`config.mk`:
```
export PLATFORM = sky130hd
export DESIGN_NAME = crs_uart_bridge
export DESIGN_NICKNAME = d
export VERILOG_FILES = /design/src/rtl/crs_pkg.sv /design/src/rtl/crs_uart_bridge.sv
export SDC_FILE = /design/constraint.sdc
export NUM_CORES = 1
export LEC_CHECK = 0
export CORE_ASPECT_RATIO = 1.75
export CORE_UTILIZATION = 35
export DETAILED_ROUTE_END_ITERATION = 8
export PLACE_DENSITY = 0.71
export SYNTH_ARGS = -nofsm -noshare
export SYNTH_HDL_FRONTEND = slang
export SYNTH_SLANG_ARGS = --single-unit
```
`constraint.sdc`:
```
create_clock -name clk -period 5.4 [get_ports clk]
set_clock_uncertainty 0.2 [all_clocks]
set_input_delay 1.08 -clock clk [delete_from_list [all_inputs] [get_ports clk]]
set_output_delay 1.08 -clock clk [all_outputs]
set_load 0.01 [all_outputs]
```
`src/rtl/crs_pkg.sv`:
```
// Shared definitions for the UART-to-crs_master command bridge: command codes,
// response byte defaults and the frame-parser state encoding.
package crs_pkg;

    localparam logic [7:0] CMD_WR       = 8'h01;
    localparam logic [7:0] CMD_RD       = 8'h02;
    localparam logic [7:0] ACK_BYTE_DEF = 8'hA5;
    localparam logic [7:0] ERR_BYTE_DEF = 8'hEE;

    typedef enum logic [3:0] {
        S_CMD,
        S_ADR_H,
        S_ADR_L,
        S_DAT_H,
        S_DAT_L,
        S_REQ,
        S_ACK_WAIT,
        S_TX_H,
        S_TX_L
    } state_e;

endpackage

```
`src/rtl/crs_uart_bridge.sv`:
```
// Parses UART command frames into single-word crs_master reads/writes and returns
// ACK or read data. Optional inter-byte timeout: define CRS_UART_TIMEOUT_EN.
module crs_uart_bridge
    import crs_pkg::*;
#(
    parameter logic [7:0] ACK_BYTE       = ACK_BYTE_DEF,
    parameter logic [7:0] ERR_BYTE       = ERR_BYTE_DEF,
    parameter int         TIMEOUT_CYCLES = 20000
) (
    input  logic        clk,
    input  logic        rst,
    input  logic [7:0]  rx_data,
    input  logic        rx_valid,
    output logic [7:0]  tx_data,
    output logic        tx_valid,
    input  logic        tx_ready,
    output logic        crs_wr_req,
    output logic        crs_rd_req,
    output logic        crs_bwr_req,
    output logic [11:0] crs_adr,
    output logic [15:0] crs_wr_data,
    input  logic [15:0] crs_rd_data,
    input  logic        crs_ack,
    output logic [7:0]  err_cnt
);

    state_e      state_q, state_d;
    logic        is_rd_q, is_rd_d;
    logic [11:0] adr_q, adr_d;
    logic [15:0] wdat_q, wdat_d;
    logic [15:0] rdat_q, rdat_d;
    logic [7:0]  tx_q, tx_d;
    logic [7:0]  err_q, err_d;
    logic        err_evt;
    logic        in_parse;

    assign in_parse = (state_q == S_ADR_H) || (state_q == S_ADR_L) ||
                      (state_q == S_DAT_H) || (state_q == S_DAT_L);

`ifdef CRS_UART_TIMEOUT_EN
    localparam int GW = $clog2(TIMEOUT_CYCLES + 1);
    logic [GW-1:0] gap_q, gap_d;
    logic          timeout;

    // Gap counter runs only mid-frame; any received byte restarts it.
    assign timeout = in_parse && !rx_valid && (gap_q == GW'(TIMEOUT_CYCLES - 1));
    assign gap_d   = (!in_parse || rx_valid || timeout) ? '0 : gap_q + 1'b1;

    always_ff @(posedge clk) begin
        if (rst) gap_q <= '0;
        else     gap_q <= gap_d;
    end
`else
    logic timeout;
    assign timeout = 1'b0;
`endif

    always_comb begin
        state_d = state_q;
        is_rd_d = is_rd_q;
        adr_d   = adr_q;
        wdat_d  = wdat_q;
        rdat_d  = rdat_q;
        tx_d    = tx_q;
        err_evt = 1'b0;
        case (state_q)
            S_CMD: if (rx_valid) begin
                if (rx_data == CMD_WR || rx_data == CMD_RD) begin
                    is_rd_d = (rx_data == CMD_RD);
                    state_d = S_ADR_H;
                end else begin
                    tx_d    = ERR_BYTE;
                    err_evt = 1'b1;
                    state_d = S_TX_L;
                end
            end
            S_ADR_H: if (rx_valid) begin
                adr_d[11:8] = rx_data[3:0];
                state_d     = S_ADR_L;
            end
            S_ADR_L: if (rx_valid) begin
                adr_d[7:0] = rx_data;
                state_d    = is_rd_q ? S_REQ : S_DAT_H;
            end
            S_DAT_H: if (rx_valid) begin
                wdat_d[15:8] = rx_data;
                state_d      = S_DAT_L;
            end
            S_DAT_L: if (rx_valid) begin
                wdat_d[7:0] = rx_data;
                state_d     = S_REQ;
            end
            S_REQ: if (crs_ack) begin
                rdat_d  = crs_rd_data;
                state_d = S_ACK_WAIT;
            end
            // Wait for ack to drop so the next request can never overlap it.
            S_ACK_WAIT: if (!crs_ack) begin
                tx_d    = is_rd_q ? rdat_q[15:8] : ACK_BYTE;
                state_d = is_rd_q ? S_TX_H : S_TX_L;
            end
            S_TX_H: if (tx_ready) begin
                tx_d    = rdat_q[7:0];
                state_d = S_TX_L;
            end
            S_TX_L: if (tx_ready) state_d = S_CMD;
            default: state_d = S_CMD;
        endcase
        // Bytes arriving while a command is in flight are overruns.
        if (rx_valid && !in_parse && state_q != S_CMD) err_evt = 1'b1;
        if (timeout) begin
            err_evt = 1'b1;
            state_d = S_CMD;
        end
        err_d = (err_evt && err_q != 8'hFF) ? err_q + 8'd1 : err_q;
    end

    always_ff @(posedge clk) begin
        if (rst) begin
            state_q <= S_CMD;
            is_rd_q <= 1'b0;
            adr_q   <= '0;
            wdat_q  <= '0;
            rdat_q  <= '0;
            tx_q    <= '0;
            err_q   <= '0;
        end else begin
            state_q <= state_d;
            is_rd_q <= is_rd_d;
            adr_q   <= adr_d;
            wdat_q  <= wdat_d;
            rdat_q  <= rdat_d;
            tx_q    <= tx_d;
            err_q   <= err_d;
        end
    end

    // Requests decode straight from the state register so reset drops them at once.
    assign crs_wr_req  = (state_q == S_REQ) && !is_rd_q;
    assign crs_rd_req  = (state_q == S_REQ) && is_rd_q;
    assign crs_bwr_req = 1'b0;
    assign crs_adr     = adr_q;
    assign crs_wr_data = wdat_q;
    assign tx_valid    = (state_q == S_TX_H) || (state_q == S_TX_L);
    assign tx_data     = tx_q;
    assign err_cnt     = err_q;

endmodule

```
==> results_dict.tcl, run 1 <==
set metrics [dict create \
    run_status "finished, final reports clean" \
    dieArea_um2 8570 \
    num_rows 43 \
    num_vias 2547 \
    clock.fmax_mhz 260 \
    pwr-share-clk 0.462 \
    mostFrequentLayoutCells "74 x clkdlybuf4s50_1, 65 x dfxtp_1, 54 x nand2_1, 49 x nor2_1" \
    hold_path.class "flip-flop to flip-flop" \
    clock_path_buffers 2 \
    htree_num_levels 3 \
    p_int_uw 847 \
    synth_nets 362 \
    worst_hold_path.num_cells 2 \
    finalPower_uw 1120 \
    critPathKind "flip-flop to output pin" \
    clk_pin_slew_ps 50 \
    dr.pass1.iters 4 \
    ys_seq_area_frac 0.454 \
    grt_overflow 0 \
    cp_top_family "flip-flops" \
    synthDominantCellAreaShare 0.454 \
    worstPathRequired_ps 4120 \
    synth.area.top_cells "dfxtp_1 45%, mux2i_1 10%, nand2_1 7.1%" \
    hold-path-endpoint "rdat_q[7]$_SDFFE_PP0P_" \
    ff2ff_setup_slack_ps 2570 \
    vias_per_cell 5.15 \
    grt_pass1_wl_mm 11.3 \
    pwr-share-comb 0.090 \
    nets 430 \
    power_density_nw_per_um2 286 \
    clock_sinks 65 \
    ys_warn_count 0 \
    synthCells 332 \
    antenna_left 0 \
    async_flop_share 0 \
    crit_path_cell_trace "inv_2 > nor2_1 > and3_1 > clkdlybuf4s50_1" \
    cts_resized 0 \
    worstSetupEndpointType "output pin" \
    drv_slew 0 \
    chipWidth_um 70.4 \
    ios 77 \
    io_buffers 75 \
    switching_share 0.242 \
    dp_hpwl_mm 5.04 \
    cap_violations 0 \
    start_util 0.362 \
    cts_buffers 9 \
    crit_path_top_delay_cell "dfxtp_1" \
    areaGrowthSynthToFinish_pct 36.4 \
    drive_gt1_frac 0.0691 \
    die-height_um 122 \
    maxSlewHeadroom 0.444 \
    cts_setup_buffers 0 \
    wire_per_inst_um 14.3 \
    cp.arrival_ps 2570 \
    grt_pass1_vias 2344 \
    critPathBufInv 2 \
    yosys.area.top_type "dfxtp_1" \
    avgSynthCellArea_um2 8.63 \
    fin_crit_ps 3850 \
    critPathLaunchType "flip-flop" \
    leakage_uw 0.00143 \
    ys.flop_type "dfxtp_1" \
    coreArea_um2 7910 \
    grt_max_degree 69 \
    ctsHoldBuffers 0 \
    ir_worst_vdd_v 0.000246 \
    hold_viol 0 \
    critPathLaunch "state_q[0]$_SDFFE_PP0P_" \
    root_buffer "clkbuf_16" \
    reg2reg_depth 5 \
    groute.usage.overall 0.170 \
    hold_start "rdat_q[7]$_SDFFE_PP0P_" \
    worst_slew_pin_slew_ps 833 \
    ys_types 50 \
    synth_edf_count 0 \
    insertion_delay_ps 330 \
    p_seq_frac 0.448 \
    cp_max_fo 24 \
    slowest_delay_ps 860 \
    final_common_cell "clkdlybuf4s50_1" \
    min_period_over_period 0.714 \
    synth-seq-cells 65 \
    synth_area_um2 2870 \
    wirelength_mm 7.07 \
    nFillCells 757 \
    tns_ps 0 \
    drc 0 \
    place_congestion 0.844 \
    cts_tree "done" \
    rr_endpoint "tx_data[4]$_SDFFE_PP0P_" \
    diodes 0 \
    rsz0062_at_grt "no" \
    r2r-start "state_q[0]$_SDFFE_PP0P_" \
    grt_antenna_before_repair 0 \
    setup_violations 0 \
    first_iter_violations 240 \
    switching_power_uw 270 \
]
state kept, by name (all words and copies together) (netlist names):
register and count:
err_cnt 8, state_q 4, tx_data 8, is_rd_q 1, crs_adr 12, rdat_q 16
crs_wr_data 16
cell families (layout without fill, tap and decap cells):
family / after synthesis / count (layout) / synth area share
AOI/OAI and AO/OA: 69 / 69 / 0.157
xor gates and xnor gates: 6 / 6 / 0.0183
adders and majority gates: 1 / 1 / 0.00436
buffers and inverters: 22 / 95 / 0.0349
DFF: 65 / 65 / 0.454
muxes: 30 / 30 / 0.105
other: 1 / 1 / 0.00131
and+or+nand+nor: 138 / 138 / 0.225
worst max path at each step:
stage / depth (start not counted) / to
after floorplan: 6 / tx_data[0]$_SDFFE_PP0P_
after global placement: 6 / tx_data[4]$_SDFFE_PP0P_
after detailed placement: 6 / tx_data[4]$_SDFFE_PP0P_
after CTS: 4 / crs_rd_req
after global routing: 5 / crs_wr_req
final: 4 / crs_rd_req
metrics by stage:
stage          hold slack (ps)   util  setup WS (ps)  cell area (um^2)  std cells
2_1_floorplan              232      -           2690              2870        332
3_3_place_gp               243  0.461           1900              3640        479
3_5_place_dp               245  0.461           1820              3640        479
4_1_cts                    252  0.494           1600              3910        495
5_1_grt                    273  0.494           1400              3910        495
6_report                   251  0.494           1550              3910        495
routing by layer:
metal  wire length [um]  GRT usage
met2               3670      0.289
met3                319     0.0554
met4                135     0.0713
met1               2940      0.195
met5                  0          0
layout make-up:
type                    count  area [um^2]  share of cell area
inverters                   3         11.3             0.00288
repair buffers             76          753               0.193
multi-input cells         245         1470               0.375
clock inverters             5         32.5             0.00832
clock buffers              11          233              0.0595
flip-flops and latches     65         1300               0.333
well taps                  90          113              0.0288
tightest hold or removal path, cell delays in order, from the launching register on:
cell     delay (ps)
dfxtp_1         300
nand2_1          50
a21oi_1          50
synthesized netlist by cell type (2+ instances only):
master and count:
a211oi_1 6, a21o_1 3, a21oi_1 29, a311oi_1 3, a31oi_1 3, a41oi_1 2, and3_1 4, buf_2 5
buf_4 3, clkbuf_1 11, dfxtp_1 65, inv_1 2, mux2i_1 29, nand2_1 54, nand3_1 6, nand4_1 2
nor2_1 49, nor2b_1 3, nor3_1 4, nor3_4 2, o21ai_0 10, o31ai_1 3, or4_1 2, or4b_1 2
xnor2_1 5
power by group through the flow:
stage,logic (uW),clock network [uW],registers (uW)
floorplan,51.9,0,508
global placement,98.2,0,510
detailed placement,99.9,0,511
CTS,100,528,500
global route,110,550,501
finish,100,516,500
(Power assumes the default switching activity.)
==> run 2: changes to the inputs <==
==> constraint.sdc (replaced) <==
create_clock -name clk -period 3.63 [get_ports clk]
set_clock_uncertainty 0.2 [all_clocks]
set_input_delay 0.726 -clock clk [delete_from_list [all_inputs] [get_ports clk]]
set_output_delay 0.726 -clock clk [all_outputs]
set_load 0.01 [all_outputs]
==> results_dict.tcl, run 2 (same netlist as run 1, synthesis figures left out) <==
set metrics [dict create \
    ff2ff_setup_slack_ps 1060 \
    dr.pass1.iters 4 \
    rsz0062_at_grt "no" \
    final_common_cell "clkdlybuf4s50_1" \
    clock_path_buffers 2 \
    place_congestion 0.829 \
    groute.usage.overall 0.170 \
    hold-path-endpoint "rdat_q[5]$_SDFFE_PP0P_" \
    nets 435 \
    critPathKind "flip-flop to output pin" \
    ctsHoldBuffers 0 \
    place_ws_ps 577 \
    drv_slew 0 \
    grt_overflow 0 \
    grt_max_degree 37 \
    clk_pin_slew_ps 50 \
    hold_start "rdat_q[5]$_SDFFE_PP0P_" \
    layout_setup_ws_ps 464 \
    grt_pass1_wl_mm 11.3 \
    grt_pass1_vias 2366 \
    mostFrequentLayoutCells "74 x clkdlybuf4s50_1, 65 x dfxtp_1, 54 x nand2_1, 49 x nor2_1" \
    cp_max_fo 14 \
    postLayoutCoreUtil 0.509 \
    ir_worst_vdd_v 0.000280 \
    wirelength_mm 7.20 \
    hold_path.class "flip-flop to flip-flop" \
    critPathLaunchType "flip-flop" \
    insertion_delay_ps 330 \
    diodes 0 \
    min_period_over_period 0.872 \
    areaGrowthSynthToFinish_pct 40.5 \
    worst_slew_pin_slew_ps 654 \
    coreArea_um2 7910 \
    dp_hpwl_mm 5.19 \
    power_density_nw_per_um2 470 \
    root_buffer "clkbuf_16" \
    first_iter_violations 222 \
    cts_buffers 9 \
    start_util 0.362 \
    setup_violations 0 \
    tns_ps 0 \
    antenna_left 0 \
    hold_viol 0 \
    ios 77 \
    nFillCells 747 \
    wire_per_inst_um 14.4 \
    cts_tree "done" \
    fin_crit_ps 3170 \
    cap_violations 0 \
    clock.fmax_mhz 316 \
    num_vias 2565 \
    clock_sinks 65 \
    cp.arrival_ps 2240 \
    cts_resized 0 \
    drive_gt1_frac 0.0829 \
    worst_hold_path.num_cells 2 \
    vias_per_cell 5.13 \
    htree_num_levels 3 \
    leakage_uw 0.00150 \
    dieArea_um2 8570 \
    rr_endpoint "tx_data[0]$_SDFFE_PP0P_" \
    num_rows 43 \
    r2r-start "state_q[0]$_SDFFE_PP0P_" \
    worstPathRequired_ps 2700 \
    cts_setup_buffers 0 \
    run_status "finished, final reports clean" \
    drc 0 \
    maxSlewHeadroom 0.564 \
    io_buffers 75 \
    die-height_um 122 \
    grt_antenna_before_repair 0 \
    reg2reg_depth 6 \
    worstSetupEndpointType "output pin" \
    chipWidth_um 70.4 \
]
## run 2: metrics by stage
stage | total power [uW] | hold WS, ps | instances | instance area, um^2
after detailed placement | 910 | 245 | 484 | 3680
after global routing | 1960 | 273 | 500 | 4030
after global placement | 907 | 241 | 484 | 3680
after CTS | 1910 | 252 | 500 | 4030
final | 1890 | 247 | 500 | 4030
after floorplan | 833 | 232 | 332 | 2870
## run 2: report_power, final
group          internal, uW  total [uW]  switching, uW
clock network           688         998            310
logic                  76.4         151           74.6
registers               727         745           18.0
total                  1490        1890            402
## run 2: layout make-up
type	instances	area, um^2	area share
flip-flops and latches	65	1300	0.323
inverters	3	11.3	0.00280
clock inverters	5	103	0.0255
clock buffers	11	243	0.0603
repair buffers	81	791	0.196
multi-input cells	245	1470	0.364
well taps	90	113	0.0280
## run 2: critical path, stage by stage, from the launching register on
cell             delay, ps
dfxtp_1                610
inv_2                  200
nor2_1                 350
and3_1                 210
clkdlybuf4s50_1        530
## run 2: per-layer routing
layer  track usage  share of wire  up-vias
met2         0.289           0.53       53
met3        0.0372          0.043       18
li1              -              -     1299
met1         0.191           0.40     1195
met4         0.103          0.034        0
met5             0              0        -
## run 2: worst max-delay path by stage
stage | startpoint | end | slack [ps]
after floorplan | rx_valid | tx_data[0]$_SDFFE_PP0P_ | 1270
after global placement | rx_valid | tx_data[4]$_SDFFE_PP0P_ | 630
after detailed placement | rx_valid | tx_data[4]$_SDFFE_PP0P_ | 580
after CTS | state_q[0]$_SDFFE_PP0P_ | crs_rd_req | 480
after global routing | state_q[0]$_SDFFE_PP0P_ | crs_wr_req | 350
final | state_q[0]$_SDFFE_PP0P_ | crs_rd_req | 460
==> run 3: changes to the inputs <==
--- a/config.mk
+++ b/config.mk
@@ -6,6 +6,7 @@
 export NUM_CORES = 1
 export LEC_CHECK = 0
 export CORE_ASPECT_RATIO = 1.75
+export CORE_MARGIN = 8
 export CORE_UTILIZATION = 35
 export DETAILED_ROUTE_END_ITERATION = 8
 export PLACE_DENSITY = 0.71
==> results_dict.tcl, run 3 (same netlist as run 1, synthesis figures left out) <==
set metrics [dict create \
    run_status "finished, final reports clean" \
    switching_share 0.206 \
    pwr-share-clk 0.520 \
    final-seq-area_um2 1300 \
    multi_input_area_um2 1470 \
    leakage_uw 0.00150 \
    min_period_over_period 0.878 \
    io_buffers 75 \
    stdcell_count 499 \
    die-height_um 136 \
    grt_pass1_wl_mm 13.2 \
    dr.pass1.iters 4 \
    p_int_uw 1490 \
    chipWidth_um 84.4 \
    dp_hpwl_mm 5.87 \
    crit_path_top_delay_cell "dfxtp_1" \
    nFillCells 768 \
    nets 436 \
    switching_power_uw 386 \
    clock_path_buffers 2 \
    coreArea_um2 7960 \
    mostFrequentLayoutCells "74 x clkdlybuf4s50_1, 65 x dfxtp_1, 54 x nand2_1, 49 x nor2_1" \
    drv_slew 0 \
    cts_buffers 9 \
    rsz0062_at_grt "no" \
    diodes 0 \
    start_util 0.360 \
    fin_crit_ps 3190 \
    critPathKind "flip-flop to output pin" \
    p_seq_frac 0.393 \
    groute.usage.overall 0.145 \
    grt_max_degree 49 \
    insertion_delay_ps 330 \
    num_vias 2639 \
    dieArea_um2 11500 \
    grt_pass1_vias 2748 \
    clock_sinks 65 \
    maxSlewHeadroom 0.600 \
    num_rows 43 \
    tns_ps 0 \
    worstPathRequired_ps 2700 \
    wire_per_inst_um 15.7 \
    final_area_um2 4020 \
    dp_cells 485 \
    setup_violations 0 \
    place_congestion 0.794 \
    ir_worst_vdd_v 0.000355 \
    hold_viol 0 \
    worst_slew_pin_slew_ps 599 \
    cp_top_family "buffers and inverters" \
    first_iter_violations 211 \
    worstSetupEndpointType "output pin" \
    clk_pin_slew_ps 50 \
    hold_path.class "flip-flop to flip-flop" \
    clock.fmax_mhz 314 \
    slowest_delay_ps 640 \
    cts_tree "done" \
    grt_antenna_before_repair 0 \
    grt_overflow 0 \
    final_common_cell "clkdlybuf4s50_1" \
    cp_max_fo 16 \
    cts_resized 0 \
    pwr-share-comb 0.087 \
    drive_gt1_frac 0.0807 \
    crit_path_cell_trace "inv_2 > nor2_1 > and3_1 > clkdlybuf4s50_1" \
    power_density_nw_per_um2 466 \
    cap_violations 0 \
    drc 0 \
    htree_num_levels 3 \
    critPathBufInv 2 \
    ctsHoldBuffers 0 \
    wirelength_mm 7.84 \
    antenna_left 0 \
    areaGrowthSynthToFinish_pct 40.3 \
    ios 77 \
    cp.arrival_ps 2260 \
    cts_setup_buffers 0 \
    dpl_cell_area_um2 3690 \
    critPathLaunchType "flip-flop" \
    vias_per_cell 5.29 \
    root_buffer "clkbuf_16" \
]
==> run 3: routing by layer <==
| layer | wire (um) | track usage | vias to the layer above |
|---|---|---|---|
| li1 | - | - | 1304 |
| met1 | 3150 | 0.150 | 1249 |
| met2 | 4100 | 0.256 | 74 |
| met3 | 404 | 0.0383 | 12 |
| met4 | 185 | 0.0837 | 0 |
| met5 | 0 | 0 | - |
==> run 3: worst paths after layout <==
| kind | cells after the start | from | endpoint | slack (ps) |
|---|---|---|---|---|
| hold reg to reg | 2 | rdat_q[0]$_SDFFE_PP0P_ | rdat_q[0]$_SDFFE_PP0P_ | 250 |
| hold / removal | 2 | rdat_q[0]$_SDFFE_PP0P_ | rdat_q[0]$_SDFFE_PP0P_ | 250 |
| setup reg to reg | 5 | state_q[0]$_SDFFE_PP0P_ | tx_data[4]$_SDFFE_PP0P_ | 1070 |
| setup / recovery | 4 | state_q[0]$_SDFFE_PP0P_ | crs_rd_req | 440 |
==> run 3: power by group through the flow <==
stage | Clock (uW) | Combinational (uW) | Sequential [uW]
final | 973 | 163 | 736
after global routing | 1020 | 179 | 737
after CTS | 986 | 164 | 736
after detailed placement | 0 | 163 | 751
after global placement | 0 | 161 | 751
after floorplan | 0 | 77.2 | 755
==> run 3: through the flow <==
step	power (uW)	setup WS (ps)	hold WS [ps]	util
after global routing	1940	244	269	0.505
after detailed placement	915	567	244	0.463
final	1870	441	252	0.505
after floorplan	833	1270	232	-
after CTS	1890	428	251	0.505
after global placement	911	650	241	0.463
==> run 3: cell type report <==
type                    count  share of cell area
clock inverters             3              0.0224
inverters                   3             0.00280
clock buffers              11              0.0604
well taps                  90              0.0280
multi-input cells         245               0.364
flip-flops and latches     65               0.324
repair buffers             82               0.199
==> run 3: worst reg2reg max path: cells and delay by family (launching register included) <==
kind            cells  cell delay [ps]
buf+inv             1              210
simple gates        2              850
compound gates      2              590
flops               1              640
